## config.mk

```make
export PLATFORM = sky130hd
export DESIGN_NAME = muldiv_ctrl
export DESIGN_NICKNAME = d
export VERILOG_FILES = /design/src/rtl/muldiv_ctrl.sv
export SDC_FILE = /design/constraint.sdc
export NUM_CORES = 2
export LEC_CHECK = 0
export BUFFER_PORTS_ARGS = -buffer_cell sky130_fd_sc_hd__buf_2
export CORE_ASPECT_RATIO = 0.6
export CORE_MARGIN = 2
export CORE_UTILIZATION = 50
export CTS_BUF_LIST = sky130_fd_sc_hd__clkbuf_2
export DETAILED_ROUTE_END_ITERATION = 16
export PLACE_DENSITY = 0.66
export SYNTH_ARGS = -nofsm -noshare
export SYNTH_HDL_FRONTEND = slang
export SYNTH_SLANG_ARGS = --single-unit
```

## constraint.sdc

```tcl
create_clock -name clk -period 21.4 [get_ports clk]
set_clock_uncertainty 0.05 [all_clocks]
set_input_delay 1.07 -clock clk [delete_from_list [all_inputs] [get_ports clk]]
set_output_delay 1.07 -clock clk [all_outputs]
set_load 0.05 [all_outputs]
```

## src/rtl/muldiv_ctrl.sv

```systemverilog
// Multi-cycle MULT/MULTU/DIV/DIVU sequencer for the MIPS execute stage.
// Stalls F/D/E while busy and returns {hi,lo} with a one-cycle done pulse.
module muldiv_ctrl #(
    parameter int MUL_LAT = 2,
    parameter int DIV_CYC = 32
) (
    input  logic        clk,
    input  logic        rst,
    input  logic        startE,
    input  logic [1:0]  opE,
    input  logic [31:0] srcaE,
    input  logic [31:0] srcbE,
    input  logic        cancel,
    output logic        stallE,
    output logic        done,
    output logic [31:0] hi,
    output logic [31:0] lo
);

    typedef enum logic [1:0] {S_IDLE, S_MUL, S_DIV, S_DONE} state_t;

    state_t      r_state, w_next;
    logic [4:0]  r_cnt;
    logic [31:0] r_a, r_b, r_rem, r_quot, r_hi, r_lo;
    logic        r_dsign, r_qsign;

    logic        w_start, w_sa, w_sb, w_ge;
    logic [31:0] w_mag_a, w_mag_b, w_diff, w_rem_nx, w_quot_nx;
    logic [32:0] w_rem_sh;
    logic [63:0] w_prod_mag, w_prod;

    // NOTE: state register uses non-blocking assignment so all flops update together.
    always_ff @(posedge clk) begin
        if (rst) r_state <= S_IDLE;
        else     r_state <= w_next;
    end

    // NOTE: every output gets a default first, so no path can infer a latch.
    always_comb begin
        w_next = r_state;
        stallE = 1'b0;
        done   = 1'b0;
        case (r_state)
            S_IDLE: if (startE && !cancel) begin
                stallE = 1'b1;
                w_next = opE[1] ? S_DIV : S_MUL;
            end
            S_MUL: begin
                stallE = 1'b1;
                if (cancel)              w_next = S_IDLE;
                else if (r_cnt == 5'd0)  w_next = S_DONE;
            end
            S_DIV: begin
                stallE = 1'b1;
                if (cancel)              w_next = S_IDLE;
                else if (r_cnt == 5'd0)  w_next = S_DONE;
            end
            S_DONE: begin
                done   = !cancel;
                w_next = S_IDLE;
            end
            default: w_next = S_IDLE;
        endcase
    end

    // Signed ops work on magnitudes; signs are re-applied on the way out.
    assign w_start = (r_state == S_IDLE) && startE && !cancel;
    assign w_sa    = !opE[0] && srcaE[31];
    assign w_sb    = !opE[0] && srcbE[31];
    assign w_mag_a = w_sa ? -srcaE : srcaE;
    assign w_mag_b = w_sb ? -srcbE : srcbE;

    assign w_prod_mag = {32'd0, r_a} * {32'd0, r_b};
    assign w_prod     = r_qsign ? -w_prod_mag : w_prod_mag;

    // One restoring-division step: shift in the next dividend bit, trial-subtract.
    assign w_rem_sh  = {r_rem, r_quot[31]};
    assign w_ge      = w_rem_sh >= {1'b0, r_b};
    assign w_diff    = w_rem_sh[31:0] - r_b;
    assign w_rem_nx  = w_ge ? w_diff : w_rem_sh[31:0];
    assign w_quot_nx = {r_quot[30:0], w_ge};

    always_ff @(posedge clk) begin
        if (rst) begin
            r_cnt   <= '0;
            r_a     <= '0;
            r_b     <= '0;
            r_rem   <= '0;
            r_quot  <= '0;
            r_dsign <= 1'b0;
            r_qsign <= 1'b0;
            r_hi    <= '0;
            r_lo    <= '0;
        end else if (w_start) begin
            r_a     <= w_mag_a;
            r_b     <= w_mag_b;
            r_rem   <= '0;
            r_quot  <= w_mag_a;
            r_dsign <= w_sa;
            r_qsign <= w_sa ^ w_sb;
            r_cnt   <= opE[1] ? 5'(DIV_CYC - 1) : 5'(MUL_LAT - 1);
        end else if (r_state == S_MUL && !cancel) begin
            if (r_cnt == 5'd0) {r_hi, r_lo} <= w_prod;
            else               r_cnt <= r_cnt - 5'd1;
        end else if (r_state == S_DIV && !cancel) begin
            r_rem  <= w_rem_nx;
            r_quot <= w_quot_nx;
            if (r_cnt == 5'd0) begin
                r_lo <= r_qsign ? -w_quot_nx : w_quot_nx;
                r_hi <= r_dsign ? -w_rem_nx  : w_rem_nx;
            end else begin
                r_cnt <= r_cnt - 5'd1;
            end
        end
    end

    assign hi = r_hi;
    assign lo = r_lo;

endmodule

```

==> impl_metrics.yaml <==
sta:
  relSlewSlack_pct: 20.7
  setup_viol: 0
  worstMarginPinSlew_ps: 1160
  worst_slack_ps: 10970
  max_freq_mhz: 95.9
  drv_slew: 0
  period_share_pct: 48.7
  period_minus_slack_ps: 10430
  grt_setup_unrepaired: "false"
  fin_tns_setup_ps: 0
  hold_viol_final: 0
critical_path:
  path_max_fanout: 21
  rr_worst_depth: 23
  critPathSlowestCell: "nor4_1"
  crit_type: "flop to flop"
  worst-path-buf-inv: 2
  cp.required_ps: 22290
  crit_arrival_ps: 11320
  critical-path-top-delay-family: "adder cells"
  path_cells: "buf_4 > nand2_1 > fa_1 > fa_1 > fa_1 > fa_1 > inv_1 > fa_1 > fa_1 > fa_1 > fa_1 > ha_1 > nand4_1 > nor4_1 > o311ai_0 > o211ai_1 > o221ai_1 > and4b_1 > and4_1 > nand3_1 > o41a_1 > or3_1 > nand3_1"
  crit_top_cell: "fa_1"
  worst-path-stages: 23
  critPathLaunchType: "flop"
  crit_path_end_kind: "flop"
  critical_path.max_stage_delay_ps: 990
hold_path:
  holdPathStages: 3
  min_path_type: "input pin to flop"
synthesis:
  async_flop_share_pct: 0
  synth-seq-cells: 201
  syn_area_per_cell_um2: 8.34
  synth_area_mm2: 0.0495
  ys_warn_count: 0
  synthFlopType: "dfxtp_1"
  syn_nets: 7215
  synth_cell_types: 107
  synth_edf_count: 0
  ys_seq_area_share_pct: 8.12
  syn_inst: 5940
global_routing:
  grt_pass1_vias: 42000
  grtUsageTotal_pct: 32.7
  grt_max_degree: 86
  grt_pass1_wl_mm: 257
  overflow: 0
  antenna_found_initial: 13
clocking:
  cts-root-buf: "clkbuf_2"
  cts_inserted_buffers: 55
  clk_path_buf_depth: 3
  clk_latency_ps: 1180
  cts_resized: 0
  post-cts-setup-buffers: 0
  cts.hold.buffers_added: 0
  cts.sinks: 201
  clk_pin_slew_ps: 130
  cts_tree: "built"
  cts.htree.levels: 2
run:
  drv_cap: 0
floorplanning:
  initial_utilization_pct: 50.4
  die_height_um: 248
  io_pins: 136
  design.die.area_mm2: 0.102
  core_mm2: 0.0982
  rows: 89
  die_x_um: 410
layout:
  final_common_cell: "inv_1"
  fill_cells: 9455
  final_cell_area_mm2: 0.0517
  layout.nets: 7123
  seq_area_mm2: 0.00403
  drive_gt1_share_pct: 6.44
  area_delta_synth_final_pct: 4.28
  final_cell_mix: "920 x inv_1, 897 x fa_1, 749 x nand2_1"
  final_util_pct: 52.6
  multi_input_area_mm2: 0.0407
route:
  routed-via-count: 42500
  post_drt_wl_per_cell_um: 22.7
  first_pass_iters: 5
  wl_mm: 163
  via_per_inst: 5.89
  drcViolationCount: 0
  ant_nets: 0
  drtIter0Drc: 4205
power:
  power.leakage_uw: 0.0243
  peakVddDrop_mv: 0.0968
  cellPowerDensity_mw_per_mm2: 92.6
placement:
  place_ws_ps: 11380
  gp_congestion: 0.993
  post_dp_cell_area_mm2: 0.0511
  io_buffers: 135
  hpwlAfterDp_mm: 130
outcome:
  outcome: "complete, no violations"
## area by class of cell
cell class              count  area share [%]
clock inverters            21           0.325
well taps                1319            3.19
diodes                      5          0.0242
repair buffers            220            2.55
clock buffers              73           0.707
flip-flops and latches    201            7.79
inverters                 922            6.70
multi-input cells        4448            78.7
## final timing paths
| kind | start | to | slack (ps) |
|---|---|---|---|
| max | r_a[22] | hi[28] | 10970 |
| min | opE[1] | r_cnt[1] | 140 |
| max reg2reg | r_a[22] | hi[28] | 10970 |
| min reg2reg | lo[22] | lo[22] | 410 |
## cells by family (layout without fill, tap and decap cells)
group | Yosys count | count (layout) | synth area share [%]
buffers and inverters | 1291 | 1236 | 9.87
xor gates and xnor gates | 182 | 182 | 3.22
other | 0 | 5 | 0
AOI/OAI and AO/OA | 943 | 943 | 12.7
adders and majority gates | 1205 | 1205 | 44.0
DFF | 201 | 201 | 8.12
and+or+nand+nor | 2062 | 2062 | 20.9
muxes | 56 | 56 | 1.16
## Yosys cell counts (13+ instances only)
| cell | number | area [um^2] |
|---|---|---|
| inv_1 | 920 | 3450 |
| fa_1 | 897 | 18000 |
| nand2_1 | 750 | 2820 |
| and2_1 | 610 | 3820 |
| clkbuf_1 | 334 | 1250 |
| ha_1 | 308 | 3850 |
| nor2_1 | 287 | 1080 |
| a21oi_1 | 256 | 1280 |
| dfxtp_1 | 201 | 4020 |
| o21ai_0 | 164 | 821 |
| xnor2_1 | 101 | 885 |
| nor3_1 | 82 | 410 |
| xor2_1 | 81 | 709 |
| a211oi_1 | 75 | 563 |
| nand3_1 | 60 | 300 |
| mux2i_1 | 54 | 541 |
| nand4_1 | 51 | 319 |
| o21a_1 | 50 | 375 |
| a21o_1 | 48 | 360 |
| a21boi_0 | 34 | 255 |
| or3_1 | 34 | 213 |
| o31ai_1 | 33 | 248 |
| a31oi_1 | 32 | 200 |
| nor4_1 | 32 | 200 |
| o211ai_1 | 27 | 203 |
| buf_2 | 23 | 115 |
| and3_1 | 22 | 138 |
| nand2b_1 | 20 | 125 |
| or2_2 | 19 | 119 |
| o22ai_1 | 17 | 106 |
| or4_1 | 17 | 128 |
| and4_1 | 16 | 140 |
| a22oi_1 | 15 | 113 |
| a311oi_1 | 15 | 131 |
| nor2b_1 | 14 | 87.6 |
| a221oi_1 | 13 | 114 |
## sequential cells by signal, indices dropped and copies added, names as in the netlist
name,cells
r_a,32
lo,32
r_cnt,5
r_rem,32
r_state,2
hi,32
r_qsign,1
r_dsign,1
r_quot,32
r_b,32
## through the flow
step / hold slack (ps) / cells / power [uW]
2_1_floorplan: 403 / 5940 / 3120
3_3_place_gp: 386 / 7110 / 4300
3_5_place_dp: 392 / 7110 / 4320
4_1_cts: 54.8 / 7204 / 4680
5_1_grt: 89.7 / 7207 / 5130
6_report: 144 / 7209 / 4780
## power breakdown
group	total, uW	internal, uW	switching (uW)	leakage, uW
clock	334	130	204	0.000384
combinational	3930	1240	2690	0.0223
sequential	518	441	76.9	0.00164
## worst min-delay path: stages
cell	delay [ps]
buf_2	130
nand2_1	60
a21oi_1	50
## routing by layer
layer  part of all wire, %  wire length [um]  GRT usage (%)  vias up
met4                   1.9              3180           6.44        0
met3                    11             17600           6.67      149
met5                     0                 0              0        -
li1                      -                 -              -    18800
met1                    47             77100           51.3    21400
met2                    40             65700           46.1     2166
Power figures use the tool's default switching activity.
